### src/rtl/mac_seq_pkg.sv
// Shared types and default sizing for the MAC dot-product sequencer.
package mac_seq_pkg;

  localparam int DEF_DW      = 8;
  localparam int DEF_ACCW    = 16;
  localparam int DEF_LEN_W   = 4;
  localparam int DEF_MAC_LAT = 1;
  // Wide enough for the largest supported datapath latency (3).
  localparam int DRAIN_W     = 2;

  typedef enum logic [2:0] {
    S_IDLE   = 3'd0,
    S_CLEAR  = 3'd1,
    S_FEED   = 3'd2,
    S_DRAIN  = 3'd3,
    S_RESULT = 3'd4
  } seq_state_e;

endpackage

### src/rtl/mac_dot_sequencer_if.sv
// Command, operand stream, MAC datapath and result signals of the dot-product sequencer.
// The master modport is the surrounding system; the slave modport is the sequencer.
interface mac_dot_sequencer_if
  import mac_seq_pkg::*;
#(
  parameter int DW    = DEF_DW,
  parameter int ACCW  = DEF_ACCW,
  parameter int LEN_W = DEF_LEN_W
);

  logic             ena;
  logic             start;
  logic [LEN_W-1:0] len;
  logic             in_valid;
  logic             in_ready;
  logic [DW-1:0]    in_a;
  logic [DW-1:0]    in_b;
  logic             mac_clr;
  logic             mac_en;
  logic [DW-1:0]    mac_a;
  logic [DW-1:0]    mac_b;
  logic [ACCW-1:0]  mac_acc;
  logic             res_valid;
  logic             res_ready;
  logic [ACCW-1:0]  res_data;
  logic             busy;
  logic             abort;

  modport master (
    output ena, start, len, in_valid, in_a, in_b, mac_acc, res_ready, abort,
    input  in_ready, mac_clr, mac_en, mac_a, mac_b, res_valid, res_data, busy
  );

  modport slave (
    input  ena, start, len, in_valid, in_a, in_b, mac_acc, res_ready, abort,
    output in_ready, mac_clr, mac_en, mac_a, mac_b, res_valid, res_data, busy
  );

endinterface

### src/rtl/mac_seq_ctr.sv
// Loadable down-counter with zero flag; load has priority and it never wraps below zero.
module mac_seq_ctr #(
  parameter int W = 4
) (
  input  logic         clk,
  input  logic         rst_n,
  input  logic         load_i,
  input  logic         dec_i,
  input  logic [W-1:0] load_val_i,
  output logic [W-1:0] count_o,
  output logic         zero_o
);

  logic [W-1:0] cnt_q, cnt_d;

  // NOTE: cnt_d gets its hold value first so every path assigns it and no latch is inferred.
  always_comb begin
    cnt_d = cnt_q;
    if (load_i) begin
      cnt_d = load_val_i;
    end else if (dec_i && (cnt_q != '0)) begin
      cnt_d = cnt_q - W'(1);
    end
  end

  // NOTE: state uses non-blocking assignments so all flops update together at the edge.
  always_ff @(posedge clk or negedge rst_n) begin
    if (!rst_n) begin
      cnt_q <= '0;
    end else begin
      cnt_q <= cnt_d;
    end
  end

  assign count_o = cnt_q;
  assign zero_o  = (cnt_q == '0);

endmodule

### src/rtl/mac_dot_sequencer.sv
// Sequences a shared MAC datapath through length-N dot products with valid/ready on both ends.
// Define DOT_ABORT_EN to enable the abort input; otherwise abort is ignored.
module mac_dot_sequencer
  import mac_seq_pkg::*;
#(
  parameter int DW      = DEF_DW,
  parameter int ACCW    = DEF_ACCW,
  parameter int LEN_W   = DEF_LEN_W,
  parameter int MAC_LAT = DEF_MAC_LAT
) (
  input logic                clk,
  input logic                rst_n,
  mac_dot_sequencer_if.slave bus
);

  seq_state_e          state_q, state_d;
  logic [DW-1:0]       mac_a_q, mac_a_d;
  logic [DW-1:0]       mac_b_q, mac_b_d;
  logic                mac_en_q, mac_en_d;
  logic [ACCW-1:0]     res_data_q, res_data_d;

  logic [LEN_W-1:0]    rem_cnt;
  logic                rem_zero, rem_load, rem_dec;
  logic [DRAIN_W-1:0]  unused_drn_cnt;
  logic                drn_zero, drn_load, drn_dec;

  logic                abort_hit;
  logic                in_ready;
  logic                mac_clr;
  logic                res_valid;

`ifdef DOT_ABORT_EN
  assign abort_hit = bus.abort && bus.ena && (state_q != S_IDLE);
`else
  logic unused_abort;
  assign unused_abort = bus.abort;
  assign abort_hit    = 1'b0;
`endif

  mac_seq_ctr #(.W(LEN_W)) u_rem_ctr (
    .clk        (clk),
    .rst_n      (rst_n),
    .load_i     (rem_load),
    .dec_i      (rem_dec),
    .load_val_i (bus.len),
    .count_o    (rem_cnt),
    .zero_o     (rem_zero)
  );

  mac_seq_ctr #(.W(DRAIN_W)) u_drn_ctr (
    .clk        (clk),
    .rst_n      (rst_n),
    .load_i     (drn_load),
    .dec_i      (drn_dec),
    .load_val_i (DRAIN_W'(MAC_LAT)),
    .count_o    (unused_drn_cnt),
    .zero_o     (drn_zero)
  );

  always_comb begin
    state_d    = state_q;
    mac_a_d    = mac_a_q;
    mac_b_d    = mac_b_q;
    mac_en_d   = mac_en_q;
    res_data_d = res_data_q;
    rem_load   = 1'b0;
    rem_dec    = 1'b0;
    drn_load   = 1'b0;
    drn_dec    = 1'b0;
    in_ready   = 1'b0;
    mac_clr    = 1'b0;
    res_valid  = (state_q == S_RESULT);

    // With ena low every register holds and the strobes stay at their idle values.
    if (bus.ena) begin
      mac_en_d = 1'b0;
      unique case (state_q)
        S_IDLE: begin
          if (bus.start) begin
            rem_load = 1'b1;
            state_d  = S_CLEAR;
          end
        end
        S_CLEAR: begin
          mac_clr = 1'b1;
          if (rem_zero) begin
            res_data_d = '0;
            state_d    = S_RESULT;
          end else begin
            state_d = S_FEED;
          end
        end
        S_FEED: begin
          in_ready = 1'b1;
          if (bus.in_valid) begin
            mac_a_d  = bus.in_a;
            mac_b_d  = bus.in_b;
            mac_en_d = 1'b1;
            rem_dec  = 1'b1;
            if (rem_cnt == LEN_W'(1)) begin
              drn_load = 1'b1;
              state_d  = S_DRAIN;
            end
          end
        end
        S_DRAIN: begin
          // The drain count reaches zero exactly when the last product is in mac_acc.
          if (drn_zero) begin
            res_data_d = bus.mac_acc;
            state_d    = S_RESULT;
          end else begin
            drn_dec = 1'b1;
          end
        end
        S_RESULT: begin
          if (bus.res_ready) begin
            state_d = S_IDLE;
          end
        end
        default: state_d = S_IDLE;
      endcase

      if (abort_hit) begin
        state_d    = S_IDLE;
        mac_clr    = 1'b1;
        in_ready   = 1'b0;
        res_valid  = 1'b0;
        mac_en_d   = 1'b0;
        res_data_d = res_data_q;
        rem_dec    = 1'b0;
        drn_load   = 1'b0;
        drn_dec    = 1'b0;
      end
    end
  end

  always_ff @(posedge clk or negedge rst_n) begin
    if (!rst_n) begin
      state_q    <= S_IDLE;
      mac_a_q    <= '0;
      mac_b_q    <= '0;
      mac_en_q   <= 1'b0;
      res_data_q <= '0;
    end else begin
      state_q    <= state_d;
      mac_a_q    <= mac_a_d;
      mac_b_q    <= mac_b_d;
      mac_en_q   <= mac_en_d;
      res_data_q <= res_data_d;
    end
  end

  assign bus.in_ready  = in_ready;
  assign bus.mac_clr   = mac_clr;
  assign bus.mac_en    = mac_en_q && bus.ena && !abort_hit;
  assign bus.mac_a     = mac_a_q;
  assign bus.mac_b     = mac_b_q;
  assign bus.res_valid = res_valid;
  assign bus.res_data  = res_data_q;
  assign bus.busy      = (state_q != S_IDLE);

endmodule

### src/flat_wrapper.sv
// flat-port wrapper written by rule: the top's interface ports become plain ports
module mac_dot_sequencer_flat import mac_seq_pkg::*;
#(
  parameter int DW      = DEF_DW,
  parameter int ACCW    = DEF_ACCW,
  parameter int LEN_W   = DEF_LEN_W,
  parameter int MAC_LAT = DEF_MAC_LAT
)
  (clk, rst_n, bus_ena, bus_start, bus_len, bus_in_valid, bus_in_a, bus_in_b, bus_mac_acc, bus_res_ready, bus_abort, bus_in_ready, bus_mac_clr, bus_mac_en, bus_mac_a, bus_mac_b, bus_res_valid, bus_res_data, bus_busy);
  mac_dot_sequencer_if #(.DW(DW), .ACCW(ACCW), .LEN_W(LEN_W)) bus_i ();
  input logic clk;
  input logic rst_n;
  input wire logic [$bits(bus_i.ena)-1:0] bus_ena;
  input wire logic [$bits(bus_i.start)-1:0] bus_start;
  input wire logic [$bits(bus_i.len)-1:0] bus_len;
  input wire logic [$bits(bus_i.in_valid)-1:0] bus_in_valid;
  input wire logic [$bits(bus_i.in_a)-1:0] bus_in_a;
  input wire logic [$bits(bus_i.in_b)-1:0] bus_in_b;
  input wire logic [$bits(bus_i.mac_acc)-1:0] bus_mac_acc;
  input wire logic [$bits(bus_i.res_ready)-1:0] bus_res_ready;
  input wire logic [$bits(bus_i.abort)-1:0] bus_abort;
  output wire logic [$bits(bus_i.in_ready)-1:0] bus_in_ready;
  output wire logic [$bits(bus_i.mac_clr)-1:0] bus_mac_clr;
  output wire logic [$bits(bus_i.mac_en)-1:0] bus_mac_en;
  output wire logic [$bits(bus_i.mac_a)-1:0] bus_mac_a;
  output wire logic [$bits(bus_i.mac_b)-1:0] bus_mac_b;
  output wire logic [$bits(bus_i.res_valid)-1:0] bus_res_valid;
  output wire logic [$bits(bus_i.res_data)-1:0] bus_res_data;
  output wire logic [$bits(bus_i.busy)-1:0] bus_busy;
  assign bus_i.ena = bus_ena;
  assign bus_i.start = bus_start;
  assign bus_i.len = bus_len;
  assign bus_i.in_valid = bus_in_valid;
  assign bus_i.in_a = bus_in_a;
  assign bus_i.in_b = bus_in_b;
  assign bus_i.mac_acc = bus_mac_acc;
  assign bus_i.res_ready = bus_res_ready;
  assign bus_i.abort = bus_abort;
  assign bus_in_ready = bus_i.in_ready;
  assign bus_mac_clr = bus_i.mac_clr;
  assign bus_mac_en = bus_i.mac_en;
  assign bus_mac_a = bus_i.mac_a;
  assign bus_mac_b = bus_i.mac_b;
  assign bus_res_valid = bus_i.res_valid;
  assign bus_res_data = bus_i.res_data;
  assign bus_busy = bus_i.busy;
  mac_dot_sequencer #(.DW(DW), .ACCW(ACCW), .LEN_W(LEN_W), .MAC_LAT(MAC_LAT)) u_core (.clk(clk), .rst_n(rst_n), .bus(bus_i));
endmodule
### config.mk
export PLATFORM = sky130hd
export DESIGN_NAME = mac_dot_sequencer_flat
export DESIGN_NICKNAME = d
export VERILOG_FILES = /design/src/rtl/mac_seq_pkg.sv /design/src/rtl/mac_dot_sequencer_if.sv /design/src/rtl/mac_seq_ctr.sv /design/src/rtl/mac_dot_sequencer.sv /design/src/flat_wrapper.sv
export SDC_FILE = /design/constraint.sdc
export NUM_CORES = 1
export LEC_CHECK = 0
export CORE_ASPECT_RATIO = 0.5
export CORE_MARGIN = 2
export CORE_UTILIZATION = 30
export DETAILED_ROUTE_END_ITERATION = 6
export PLACE_DENSITY = 0.62
export SYNTH_ARGS = -nofsm -noshare
export SYNTH_HDL_FRONTEND = slang
export SYNTH_SLANG_ARGS = --single-unit
### constraint.sdc
create_clock -name clk -period 1.9 [get_ports clk]
set_input_delay 0.38 -clock clk [delete_from_list [all_inputs] [get_ports clk]]
set_output_delay 0.38 -clock clk [all_outputs]
set_load 0.01 [all_outputs]
== Yosys cells after proc, flatten, opt, wreduce, memory -nomap -nowiden ==
Cells that the tools add are included.
Operators by class
  add/sub/neg operators: 2
  reductions and logical operators: 15
  mux-type cells: 31
  equal/unequal tests: 11
Operators with widths (count)
  $mux 16: 2
  $pmux 16 s2: 1
  $mux 3: 6
  $mux 1: 17
  $pmux 3 s5: 1
  $mux 4: 2
  $reduce_bool 2->1: 4
  $eq 3x2->1 const B: 2
  $ne 2x1->1 const B: 3
  $ne 2x2->1 const B: 3
  $reduce_and 6->1: 1
  $eq 4x1->1 const B: 1
  $logic_not 4->1: 1
  $mux 2: 2
  $reduce_and 4->1: 1
  $reduce_bool 4->1: 1
  $sub 4x1->4 const B: 1
  $eq 3x1->1 const B: 1
  $eq 3x3->1 const B: 1
  $logic_and 1x1->1: 3
  $logic_not 3->1: 1
  $reduce_and 3->1: 1
  $reduce_bool 3->1: 1
  $logic_not 2->1: 1
  $sub 2x1->2 const B: 1
Storage, ports and cells
  bits of input ports: 43
  register bits after elaboration: 42

== Logic depth before layout (Yosys ltp) ==
  depth after elaboration: 7
  gate-level depth with buffers: 8
  depth with buffers taken out: 6

== Cells and area by module ==
Synthesis repeated with hierarchy kept, for this count alone.
Unflattened totals
  cell total of the unflattened synthesis: 175
  area total of the unflattened synthesis: 2060.7 um2
By module, submodules not included
  mac_dot_sequencer: cells an instance 135, area an instance 1657.8 um2, instances 1, sequential area each 900.9 um2
  mac_seq_ctr at u_core.u_rem_ctr: cells an instance 27, area an instance 270.3 um2, instances 1, sequential area each 100.1 um2
  mac_seq_ctr at u_core.u_drn_ctr: cells an instance 13, area an instance 132.6 um2, instances 1, sequential area each 50.0 um2

== Worst setup path after synthesis ==
No wires, ideal clock.
  kind: flip-flop to flip-flop
  start: register u_core.u_drn_ctr.cnt_q[0] (netlist: u_core.u_drn_ctr.count_o[0])
  end: register u_core.res_data_q[0] (netlist: u_core.bus.res_data[0])
  setup time: 121 ps
  stages on the path, launching flop included: 9
  path buffers: 2
  path slack: 12 ps
  arrival: 1767 ps
  data required time: 1779 ps
  cells stage by stage: dfrtp_1 > inv_1 > ha_1 > nand4bb_1 > nand2_1 > or4b_1 > buf_2 > buf_6 > a22o_1
Between the ends
  cells in the longest elaborated chain, start to end: 3
Ends and longest elaborated chain
  from (decl): RTL line mac_seq_ctr.sv:14  | logic [W-1:0] cnt_q, cnt_d;
  from (signal assigned): RTL line mac_seq_ctr.sv:31  | cnt_q <= cnt_d;
  $logic_not 2->1: RTL line mac_seq_ctr.sv:36  | assign zero_o = (cnt_q == '0);
  $ne 2x1->1 (no source line)
  $reduce_and 4->1 (no source line)
  to (signal assigned): RTL line mac_dot_sequencer.sv:149  | res_data_q <= res_data_d;
  to (decl): RTL line mac_dot_sequencer.sv:20  | logic [ACCW-1:0] res_data_q, res_data_d;
Every way passes these cells.
A chain may end at the register's enable or synchronous reset.

== Worst setup path after layout ==
  start: register u_core.u_drn_ctr.cnt_q[0] (netlist: u_core.u_drn_ctr.count_o[0])
  end: register u_core.res_data_q[1] (netlist: u_core.bus.res_data[1])
Same word-level chain as after synthesis.

==> impl_metrics.toml <==
[sta]
tightest_slew_ns = 0.692
fmax_mhz = 539
setup-tns-final_ns = 0
rsz0062_at_grt = "yes"
finalMaxSlewViolations = 0
finalCritPeriodShare = 0.977
clock_skew_ns = 0.00387
finalHoldViolations = 0
worst_slew_margin_rel = 0.539
fin_crit_ns = 1.86
setup_viol = 0

[cts]
cts_root_buffer = "clkbuf_16"
cts_tree = "done"
clk_pin_slew_ns = 0.06
cts_max_level = 2
clkSinkCount = 42
clockBufferDepth = 2
clock_latency_ns = 0.28
cts_made_buffers = 5

[global_routing]
grt_usage = 0.140
antenna_found_initial = 0
grt_first_pass_wirelength_um = 7330
globalRouteMet3Util = 0.0327
grt_max_degree = 32
grt_most_used_layer = "met2"
grt_util_met2 = 0.241
grt_pass1_vias = 1505
grt.met1_usage = 0.182
grt-ovfl-total = 0

[placement]
gp_congestion = 0.799
io_buffers = 78
post-dp-hpwl_um = 3220

[detailed_routing]
wire_per_inst_um = 14.2
drc = 0
drt-total-wl_um = 4430
first_pass_iters = 4
num_vias = 1464
initialDrtViolationCount = 46
via_per_inst = 4.68
route.antenna.remaining_nets = 0

[worst_setup_path]
startpoint = "u_core.u_drn_ctr.count_o[0]"
required_ns = 2.06
path_class = "reg -> reg"
cp_max_fo = 17
worstSetupEndpointType = "register"
rr_startpoint = "u_core.u_drn_ctr.count_o[0]"
critPathLaunchType = "register"
arrival_ns = 2.02

[synth]
synth-edff-count = 0
ys_seq_elements = 42
syn_nets = 189
synth_ff_type = "dfrtp_1"
synthArstFlopShare = 1.00
ys_warn_count = 0
netlist_instances = 143
syn_area_per_cell_um2 = 12.7
ys_seq_area_frac = 0.579
ys_types = 32
syn_area_um2 = 1810

[floorplan]
num_rows = 19
die_x_um = 114
pin_count = 80
die_area_um2 = 6720
fp.coreArea_um2 = 5660
start_util = 0.321
die_h_um = 59.0

[job]
maxCapViolCount = 0

[outcome]
status = "complete, no violations"

[layout]
area_growth_pct = 64.2
nFillCells = 525
layout.nets = 285
diodes = 0
layout-drive-gt1-share = 0.217

[pwr]
total_power_mw = 4.40
ir_worst_vdd_mv = 0.556
powerDensity_nw_per_um2 = 1480
p_leak_nw = 1.34

[hold_path]
hp-class = "in -> async"
## final cells by class
class                      instances  area [µm²]  share of cell area
clock buffer                       7         133              0.0445
clock inverter                     1        30.0              0.0101
inverter                           6        22.5             0.00756
multi-input combinational         85         692               0.232
sequential                        42        1050               0.354
tap                               73        91.3              0.0307
timing repair buffer              99         956               0.321
## placed cells by master (no fill, tap or decap), types with 5 or more instances in the layout
cell type	n
clkdlybuf4s50_1	72
dfrtp_1	39
nand2_1	8
clkbuf_16	5
buf_4	19
inv_1	6
a22o_1	18
mux2_2	17
## cell usage after synthesis, types with 3 or more instances
library cell	n	area, µm²
inv_1	6	22.5
a22o_1	18	158
nor2_1	4	15.0
a21oi_1	4	20.0
nand4_1	3	18.8
buf_2	8	40.0
mux2_2	17	191
ha_1	3	37.5
dfrtp_1	42	1050
nor3b_1	3	22.5
nand2_1	8	30.0
## cell families (layout without fill, tap and decap cells)
family | count (synthesis) | after routing | synth area share
flops | 42 | 42 | 0.579
fa+ha+maj | 3 | 3 | 0.0207
mux | 19 | 19 | 0.117
xor+xnor | 3 | 3 | 0.0145
compound gates | 27 | 27 | 0.117
simple gates | 33 | 33 | 0.109
buf+inv | 16 | 113 | 0.0428
## routing by layer
| layer | routed length, µm | vias to the layer above |
|---|---|---|
| met3 | 161 | 2 |
| met5 | 0 | - |
| met1 | 1940 | 731 |
| met4 | 27 | 0 |
| met2 | 2310 | 26 |
| li1 | - | 705 |
## path summary, 6_finish.rpt
kind / endpoint / slack [ns] / depth (start not counted)
max in group asynchronous: u_core.bus.mac_b[7] / 1.16 / 2
min in group clk: u_core.bus.res_data[14] / 0.50 / 1
worst max register to register: u_core.bus.res_data[1] / 0.04 / 7
worst max-delay path: u_core.bus.res_data[1] / 0.04 / 7
worst min-delay path: u_core.u_rem_ctr.count_o[0] / 0.14 / 1
worst min register to register: u_core.bus.res_data[14] / 0.50 / 1
## worst max-delay path, stage by stage (launching register included)
cell and delay [ns]:
dfrtp_1 0.37, inv_1 0.06, ha_2 0.17, nand4bb_1 0.12, nand2_1 0.08, or4b_4 0.54, buf_12 0.17, a22o_1 0.23
## power by group
part | internal [mW] | switching, mW
Combinational | 1.20 | 0.704
Sequential | 1.30 | 0.247
Clock | 0.621 | 0.326
## per-stage QoR
stage | setup WS, ns | instance area, µm² | util | hold WS [ns] | instances
finish | 0.0440 | 2980 | 0.527 | 0.144 | 313
global route | -0.0538 | 2980 | 0.527 | 0.207 | 313
CTS | 0.0111 | 2950 | 0.521 | 0.177 | 312
detailed placement | -0.331 | 2760 | 0.488 | 0.476 | 300
global placement | -0.293 | 2760 | 0.488 | 0.469 | 300
floorplan | 0.0121 | 1810 | - | 0.0844 | 143
## registers in the layout, indices dropped and copies added (netlist names)
signal	flops
u_core.bus.res_data	16
u_core.bus.mac_a	8
u_core.bus.mac_b	8
u_core.u_rem_ctr.count_o	4
u_core.state_q	3
u_core.u_drn_ctr.count_o	2
u_core.mac_en_q	1
## timing repair
action	CTS	global route
pin swaps	1	0
resized for setup	7	6
hold buffers	0	0
setup endpoints to repair	5	17
setup buffers	4	1
Power figures use the tool's default switching activity.
